--- config.mk ---
export PLATFORM = sky130hd
export DESIGN_NAME = mac_rx_parser
export DESIGN_NICKNAME = d
export VERILOG_FILES = /design/src/rtl/mac_pkg.sv /design/src/rtl/crc32_d8.sv /design/src/rtl/mac_rx_parser.sv
export SDC_FILE = /design/constraint.sdc
export NUM_CORES = 1
export LEC_CHECK = 0
export CORE_ASPECT_RATIO = 1.75
export CORE_MARGIN = 2
export CORE_UTILIZATION = 45
export DETAILED_ROUTE_END_ITERATION = 6
export PLACE_DENSITY = 0.74
export SETUP_SLACK_MARGIN = 0.05
export SYNTH_ARGS = -nofsm -noshare
export SYNTH_HDL_FRONTEND = slang
export SYNTH_SLANG_ARGS = --single-unit
--- constraint.sdc ---
create_clock -name in_rxc -period 14 [get_ports in_rxc]
set_input_delay 2.8 -clock in_rxc [delete_from_list [all_inputs] [get_ports in_rxc]]
set_output_delay 2.8 -clock in_rxc [all_outputs]
set_load 0.01 [all_outputs]
--- src/rtl/mac_pkg.sv ---
// Shared definitions for the GMII receive parser.
// States, framing bytes, CRC-32 constants, helpers.
package mac_pkg;

  typedef enum logic [2:0] {
    ST_IDLE,
    ST_PREAMBLE,
    ST_DEST,
    ST_SRC,
    ST_TYPE,
    ST_PAYLOAD,
    ST_DROP
  } state_t;

  localparam logic [7:0]  PREAMBLE_BYTE = 8'h55;
  localparam logic [7:0]  SFD_BYTE      = 8'hD5;
  localparam logic [31:0] CRC_POLY      = 32'hEDB88320;
  localparam logic [31:0] CRC_INIT      = 32'hFFFFFFFF;
  localparam logic [31:0] CRC_RESIDUE   = 32'hC704DD7B;
  localparam logic [47:0] BCAST_ADDR    = 48'hFFFF_FFFF_FFFF;

  // Reflected CRC-32 update, bits taken LSB first.
  function automatic logic [31:0] crc_byte(
    input logic [31:0] c,
    input logic [7:0]  d
  );
    logic [31:0] r;
    r = c;
    for (int i = 0; i < 8; i++) begin
      if (r[0] ^ d[i]) r = (r >> 1) ^ CRC_POLY;
      else             r = r >> 1;
    end
    return r;
  endfunction

  // The residue constant is in MSB-first form; the
  // register is reflected, so compare bit-reversed.
  function automatic logic [31:0] bitrev32(
    input logic [31:0] x
  );
    logic [31:0] r;
    for (int i = 0; i < 32; i++) r[i] = x[31-i];
    return r;
  endfunction

endpackage

--- src/rtl/crc32_d8.sv ---
// Registered CRC-32, one byte per clock.
// init has priority over en.
module crc32_d8
  import mac_pkg::*;
(
  input  logic        clk,
  input  logic        rst,
  input  logic        init,
  input  logic        en,
  input  logic [7:0]  data,
  output logic [31:0] state
);

  // Running CRC register
  always_ff @(posedge clk or posedge rst) begin
    if (rst)       state <= CRC_INIT;
    else if (init) state <= CRC_INIT;
    else if (en)   state <= crc_byte(state, data);
  end

endmodule

--- src/rtl/mac_rx_parser.sv ---
// GMII receive parser: preamble/SFD, header capture,
// address filter, FCS strip, CRC/length check, stats.
module mac_rx_parser
  import mac_pkg::*;
#(
  parameter int MAX_FRAME    = 1518,
  parameter int MIN_FRAME    = 64,
  parameter int CHECK_FCS    = 1,
  parameter int ACCEPT_MCAST = 1,
  parameter int CNT_W        = 16
) (
  input  logic             in_rxc,
  input  logic             in_rst,
  input  logic             in_rxdv,
  input  logic [7:0]       in_rxd,
  input  logic             in_rxer,
  input  logic [47:0]      in_mac_addr,
  input  logic             in_promisc,
  output logic             out_hdr_valid,
  output logic [47:0]      out_dest_mac,
  output logic [47:0]      out_src_mac,
  output logic [15:0]      out_ether_type,
  output logic             out_valid,
  output logic [7:0]       out_data,
  output logic             out_last,
  output logic             out_err,
  output logic [CNT_W-1:0] out_frames_ok,
  output logic [CNT_W-1:0] out_frames_bad,
  output logic [CNT_W-1:0] out_frames_filtered
);

  localparam logic [11:0] MAX_B = 12'(MAX_FRAME);
  localparam logic [11:0] MIN_B = 12'(MIN_FRAME);

  state_t          state_q, state_d;
  logic [2:0]      pre_cnt, field_cnt, hold_cnt;
  logic [11:0]     byte_cnt;
  logic [4:0][7:0] line;
  logic            rxer_q, accept_q, giant_q;
  logic [31:0]     crc_state;
  logic [47:0]     dest_next;
  logic            fcs_bad, frame_err, dest_ok;
  logic            crc_init, crc_en, push, emit;
  logic            emit_last, term, trunc, hdr;
  logic            filt, giant;

  crc32_d8 u_crc (
    .clk   (in_rxc),
    .rst   (in_rst),
    .init  (crc_init),
    .en    (crc_en),
    .data  (in_rxd),
    .state (crc_state)
  );

  assign dest_next = {out_dest_mac[39:0], in_rxd};
  assign dest_ok = (dest_next == in_mac_addr)
                || (dest_next == BCAST_ADDR)
                || ((ACCEPT_MCAST != 0) && dest_next[40])
                || in_promisc;
  assign fcs_bad = (CHECK_FCS != 0)
                && (bitrev32(crc_state) != CRC_RESIDUE);
  assign frame_err = fcs_bad || (byte_cnt < MIN_B)
                  || rxer_q;

  // State register
  always_ff @(posedge in_rxc or posedge in_rst) begin
    if (in_rst) state_q <= ST_IDLE;
    else        state_q <= state_d;
  end

  // Next state and per-byte control strobes
  always_comb begin
    state_d   = state_q;
    crc_init  = 1'b0;
    crc_en    = 1'b0;
    push      = 1'b0;
    emit      = 1'b0;
    emit_last = 1'b0;
    term      = 1'b0;
    trunc     = 1'b0;
    hdr       = 1'b0;
    filt      = 1'b0;
    giant     = 1'b0;
    if (!in_rxdv) begin
      state_d = ST_IDLE;
      unique case (state_q)
        ST_DEST, ST_SRC, ST_TYPE: trunc = 1'b1;
        ST_PAYLOAD: begin
          if (hold_cnt == 3'd5) emit_last = 1'b1;
          else                  term = 1'b1;
        end
        ST_DROP: term = giant_q;
        default: ;
      endcase
    end else begin
      unique case (state_q)
        ST_IDLE: begin
          if (in_rxd == PREAMBLE_BYTE) state_d = ST_PREAMBLE;
          else                         state_d = ST_DROP;
        end
        ST_PREAMBLE: begin
          if (in_rxd == SFD_BYTE) begin
            state_d  = ST_DEST;
            crc_init = 1'b1;
          end else if (in_rxd != PREAMBLE_BYTE
                       || pre_cnt == 3'd7) begin
            state_d = ST_DROP;
          end
        end
        ST_DEST: begin
          crc_en = 1'b1;
          if (field_cnt == 3'd5) state_d = ST_SRC;
        end
        ST_SRC: begin
          crc_en = 1'b1;
          if (field_cnt == 3'd5) state_d = ST_TYPE;
        end
        ST_TYPE: begin
          crc_en = 1'b1;
          if (field_cnt == 3'd1) begin
            if (accept_q) begin
              hdr     = 1'b1;
              state_d = ST_PAYLOAD;
            end else begin
              filt    = 1'b1;
              state_d = ST_DROP;
            end
          end
        end
        ST_PAYLOAD: begin
          crc_en = 1'b1;
          if (byte_cnt >= MAX_B) begin
            giant   = 1'b1;
            state_d = ST_DROP;
          end else begin
            push = 1'b1;
            emit = (hold_cnt == 3'd5);
          end
        end
        default: ;
      endcase
    end
  end

  // Frame bookkeeping: counts, flags, holding line
  always_ff @(posedge in_rxc or posedge in_rst) begin
    if (in_rst) begin
      pre_cnt   <= '0;
      field_cnt <= '0;
      byte_cnt  <= '0;
      rxer_q    <= 1'b0;
      accept_q  <= 1'b0;
      giant_q   <= 1'b0;
      hold_cnt  <= '0;
      line      <= '0;
    end else begin
      if (state_d == ST_PREAMBLE)
        pre_cnt <= (state_q == ST_PREAMBLE)
                 ? pre_cnt + 3'd1 : 3'd1;
      if (state_d != state_q) field_cnt <= '0;
      else                    field_cnt <= field_cnt + 3'd1;
      if (crc_init) byte_cnt <= '0;
      else if (crc_en && byte_cnt != '1)
        byte_cnt <= byte_cnt + 12'd1;
      if (crc_init)              rxer_q <= 1'b0;
      else if (crc_en && in_rxer) rxer_q <= 1'b1;
      if (in_rxdv && state_q == ST_DEST
          && field_cnt == 3'd5)
        accept_q <= dest_ok;
      if (giant)                   giant_q <= 1'b1;
      else if (state_d == ST_IDLE) giant_q <= 1'b0;
      if (hdr) hold_cnt <= '0;
      else if (push) begin
        line <= {line[3:0], in_rxd};
        if (hold_cnt != 3'd5) hold_cnt <= hold_cnt + 3'd1;
      end
    end
  end

  // Header capture, first wire octet ends up in the MSBs
  always_ff @(posedge in_rxc or posedge in_rst) begin
    if (in_rst) begin
      out_dest_mac   <= '0;
      out_src_mac    <= '0;
      out_ether_type <= '0;
    end else if (in_rxdv) begin
      if (state_q == ST_DEST) out_dest_mac <= dest_next;
      if (state_q == ST_SRC)
        out_src_mac <= {out_src_mac[39:0], in_rxd};
      if (state_q == ST_TYPE)
        out_ether_type <= {out_ether_type[7:0], in_rxd};
    end
  end

  // Payload stream and header pulse
  always_ff @(posedge in_rxc or posedge in_rst) begin
    if (in_rst) begin
      out_valid     <= 1'b0;
      out_last      <= 1'b0;
      out_err       <= 1'b0;
      out_data      <= '0;
      out_hdr_valid <= 1'b0;
    end else begin
      out_valid     <= emit | emit_last | term;
      out_last      <= emit_last | term;
      out_err       <= (emit_last & frame_err) | term;
      out_hdr_valid <= hdr;
      if (emit | emit_last) out_data <= line[4];
      else if (term)        out_data <= '0;
    end
  end

  // Saturating frame statistics
  always_ff @(posedge in_rxc or posedge in_rst) begin
    if (in_rst) begin
      out_frames_ok       <= '0;
      out_frames_bad      <= '0;
      out_frames_filtered <= '0;
    end else begin
      if (emit_last && !frame_err && out_frames_ok != '1)
        out_frames_ok <= out_frames_ok + 1'b1;
      if (((emit_last && frame_err) || term || trunc)
          && out_frames_bad != '1)
        out_frames_bad <= out_frames_bad + 1'b1;
      if (filt && out_frames_filtered != '1)
        out_frames_filtered <= out_frames_filtered + 1'b1;
    end
  end

endmodule

==> impl_summary.log <==
[metrics] sequential cell area fraction in the yosys report: 0.5362
[metrics] quantity of gates resized following cts: 0
[metrics] buffers and inverters on the worst path: 1
[metrics] Peak Freq: 185.7 MHz
[metrics] placeable core region: 27870 um^2
[metrics] worst slew pin tran: 1.201 ns
[metrics] count of mapped cells out of synthesis: 1127
[metrics] Min-Delay Path Class: reg -> reg
[metrics] Relative slew margins: 0.1984
[metrics] number of warning messages in the yosys log: 0
[metrics] post-synthesis average cell area: 11.29 um^2
[metrics] DP HPWL: 22.09 mm
[metrics] overall die width: 131.1 um
[metrics] post-layout total power: 3087 uW
[metrics] power density cells: 190.1 nW/um^2
[metrics] H-tree lvl count: 1
[metrics] via count normalized by instance count: 5.197
[metrics] average detailed-routed wire length per instance: 17.86 um
[metrics] Post-Syn Nets: 1198
[metrics] Cell Rows: 81
[metrics] die area: 29680 um^2
[metrics] number of max-slew violations in the final report: 0
[metrics] area growth from synthesis to layout: 27.66%
[metrics] data required time of the worst path: 14.46 ns
[metrics] CP arrival: 5.85 ns
[metrics] startpoint type of the worst setup path: input pin
[metrics] setup TNS after final layout: 0 ns
[metrics] area fraction of the dominant cell type after synthesis: 0.4701
[metrics] EDFF count, synth: 0
[metrics] global-route wire length before repair: 49.85 mm
[metrics] library cell occupying the most area in the post-synthesis netlist: sky130_fd_sc_hd__dfrtp_1
[metrics] I/O Buffers: 232
[metrics] weighted congestion reported at the end of routability-driven placement: 0.9028
[metrics] total DRC errors in the routed layout: 0
[metrics] cell type group with the largest total delay on the critical path: simple AND/OR/NAND/NOR gates
[metrics] TritonCTS clock tree: yes
[metrics] library cell contributing the largest single delay on the critical path: sky130_fd_sc_hd__nor4bb_4
[metrics] Hold Vio Cnt, Final: 0
[metrics] Worst-path clk slew: 0.06 ns
[metrics] FF/Latch Area: 6822 um^2
[metrics] Boundary Pins: 233
[metrics] GRT Residual Overflow: 0
[metrics] clock buffers created by TritonCTS: 26
[metrics] number of buffers added for setup after CTS: 0
[metrics] share of async-settable or async-resettable flops after synthesis: 1.000
[metrics] Via Count: 9038
[metrics] share of post-route cells with drive strength above 1: 0.1692
[metrics] most common cell in the netlist: sky130_fd_sc_hd__dfrtp_1
[metrics] overall routing resource usage: 0.2122
[metrics] ranking of synthesized cells by instance count: sky130_fd_sc_hd__dfrtp_1 (239), sky130_fd_sc_hd__nand2_1 (180), sky130_fd_sc_hd__xnor2_1 (121)
[metrics] number of buffers on the longest clock path: 3
[metrics] number of antenna violations at the first check in global routing: 1
[metrics] crit path kind: in -> reg
[metrics] max-cap check violation count: 0
[metrics] hold buffers post-CTS: 0
[metrics] minimum hold slack: 0.4614 ns
[metrics] maximum net fanout on the critical path: 18
[metrics] number of storage elements in the synthesis netlist: 271
[metrics] DRT iter0 DRCs: 458
[metrics] Initial Util: 0.4564
[metrics] number of global-route vias before repair: 9304
[metrics] number of nets in the final layout: 1416
[metrics] clock latency on the worst-skew pair: 0.55 ns
[metrics] total of fill cells in the finished design: 2338
[metrics] outcome: finished, final reports clean
[metrics] Setup violations, final: 0
[metrics] Worst Skew: 0.01546 ns
[metrics] sequence of cells on the critical path: clkdlybuf4s50_1 -> nor4bb_4 -> and2_1 -> o41ai_2 -> or2_0 -> nor3_1 -> xor2_1
[metrics] number of nets with antenna violations after detailed routing: 0
[metrics] total routed wirelength: 31.05 mm
[metrics] vertical extent of the die: 226.4 um
[metrics] maximum VDD drop: 0.1180 mV
[metrics] cell chosen for the clock root: sky130_fd_sc_hd__clkbuf_16
[metrics] Max stage delay on crit path: 1.11 ns
[metrics] top flip-flop cell by instance count after synthesis: sky130_fd_sc_hd__dfrtp_1
[metrics] setup repair after global routing missed its margin: no
[metrics] leading post-synthesis cells by cell area: sky130_fd_sc_hd__dfrtp_1 (47%), sky130_fd_sc_hd__mux2_2 (10%), sky130_fd_sc_hd__xnor2_1 (8.3%)
[metrics] combined area of all synthesized cells: 12720 um^2
[metrics] number of sinks handled by clock tree synthesis: 271
[metrics] static power due to leakage: 0.007026 uW
[metrics] pin count of the biggest net entering global routing: 107
[metrics] final period demand of the worst path: 5.385 ns
[metrics] final critical-path share of the clock period: 0.3846
[metrics] DR pass1 iterations: 4
[metrics] type of element capturing the critical path: register
[metrics] multi-input logic area: 5649 um^2
[metrics] count of unique library cells instantiated by Yosys: 71
metrics by stage:
step	instance area, um^2	worst slack, ns	cells	utilization
floorplan	12720	3.786	1127	-
global placement	15410	8.180	1690	0.5528
detailed placement	15410	8.042	1690	0.5528
CTS	16240	8.567	1738	0.5826
global route	16240	8.286	1739	0.5827
finish	16240	8.615	1739	0.5827
logic make-up (layout without fill, tap and decap cells):
| kind of cell | after synthesis | in the layout | synth area share |
|---|---|---|---|
| adder cells (fa/ha/maj) | 10 | 10 | 0.009836 |
| AO/OA/AOI/OAI | 83 | 83 | 0.04456 |
| AND/OR/NAND/NOR | 403 | 403 | 0.1538 |
| XOR/XNOR | 175 | 175 | 0.1298 |
| flip-flops | 271 | 271 | 0.5362 |
| other | 0 | 1 | 0 |
| multiplexers | 117 | 117 | 0.1034 |
| buffers and inverters | 68 | 306 | 0.02233 |
power breakdown:
part / total [uW] / internal [uW] / switching [uW]
clock network: 691 / 386 / 305
registers: 1200 / 999 / 200
logic: 1200 / 649 / 547
total: 3090 / 2030 / 1050
final cells by class:
type                            instances  area share
Antenna cell                            1   0.0001541
Clock inverter                          9    0.005624
Inverter                               15    0.003929
Clock buffer                           39     0.04554
Tap cell                              373     0.02874
Timing Repair Buffer                  243      0.1481
Sequential cell                       271      0.4201
Multi-Input combinational cell        788      0.3479
path summary, 6_finish.rpt:
check                           start                      end  slack [ns]  depth (start not counted)
setup reg to reg           state_q[2]  out_frames_filtered[14]       11.03                          6
hold reg to reg               line[0]                  line[8]        0.46                          2
hold / removal                line[0]                  line[8]        0.46                          2
max in group asynchronous      in_rst        out_frames_bad[4]        9.95                          3
min in group asynchronous      in_rst   out_frames_filtered[3]        2.76                          2
setup / recovery              in_rxdv  out_frames_filtered[14]        8.62                          7
routing by layer:
metal | wire length [um] | GRT usage | vias to the layer above
li1 | - | - | 4279
met1 | 12040 | 0.2502 | 4469
met2 | 16400 | 0.3809 | 224
met3 | 1403 | 0.03162 | 66
met4 | 1209 | 0.08545 | 0
met5 | 0 | 0 | -
cell usage in the layout, fill, tap and decap left out, drive strengths merged, types with 3 or more instances in the layout:
| master | netlist | final |
|---|---|---|
| o21a | 3 | 3 |
| xnor2 | 127 | 127 |
| nand4 | 29 | 29 |
| xor2 | 46 | 46 |
| nor2 | 57 | 57 |
| clkdlybuf4s50 | 0 | 232 |
| a31oi | 3 | 3 |
| dfrtp | 239 | 239 |
| clkinv | 2 | 7 |
| a211o | 5 | 5 |
| ha | 10 | 10 |
| clkbuf | 36 | 39 |
| nor4 | 9 | 9 |
| a211oi | 3 | 3 |
| nand2 | 180 | 180 |
| a21o | 4 | 4 |
| nor2b | 5 | 5 |
| inv | 13 | 14 |
| nand3 | 43 | 43 |
| mux2 | 115 | 115 |
| o21ai | 16 | 16 |
| and2 | 5 | 5 |
| and3 | 8 | 8 |
| or4b | 3 | 3 |
| or2 | 3 | 3 |
| buf | 17 | 11 |
| a21oi | 31 | 31 |
| nand4b | 3 | 3 |
| and4 | 4 | 4 |
| dfstp | 32 | 32 |
| nor3 | 36 | 36 |
sequential cells by signal, summed over array words and instances, names as in the netlist, 8 cells and up:
signal               flops
out_dest_mac            48
out_src_mac             48
line                    40
u_crc.state             32
out_ether_type          16
out_frames_bad          16
out_frames_filtered     16
out_frames_ok           16
byte_cnt                12
out_data                 8
tightest hold or removal path: stages, from the launching register on:
cell and delay, ns:
sky130_fd_sc_hd__dfrtp_1 0.34, sky130_fd_sc_hd__nand2_1 0.05, sky130_fd_sc_hd__nand2_1 0.04
Power figures use the tool's default switching activity.
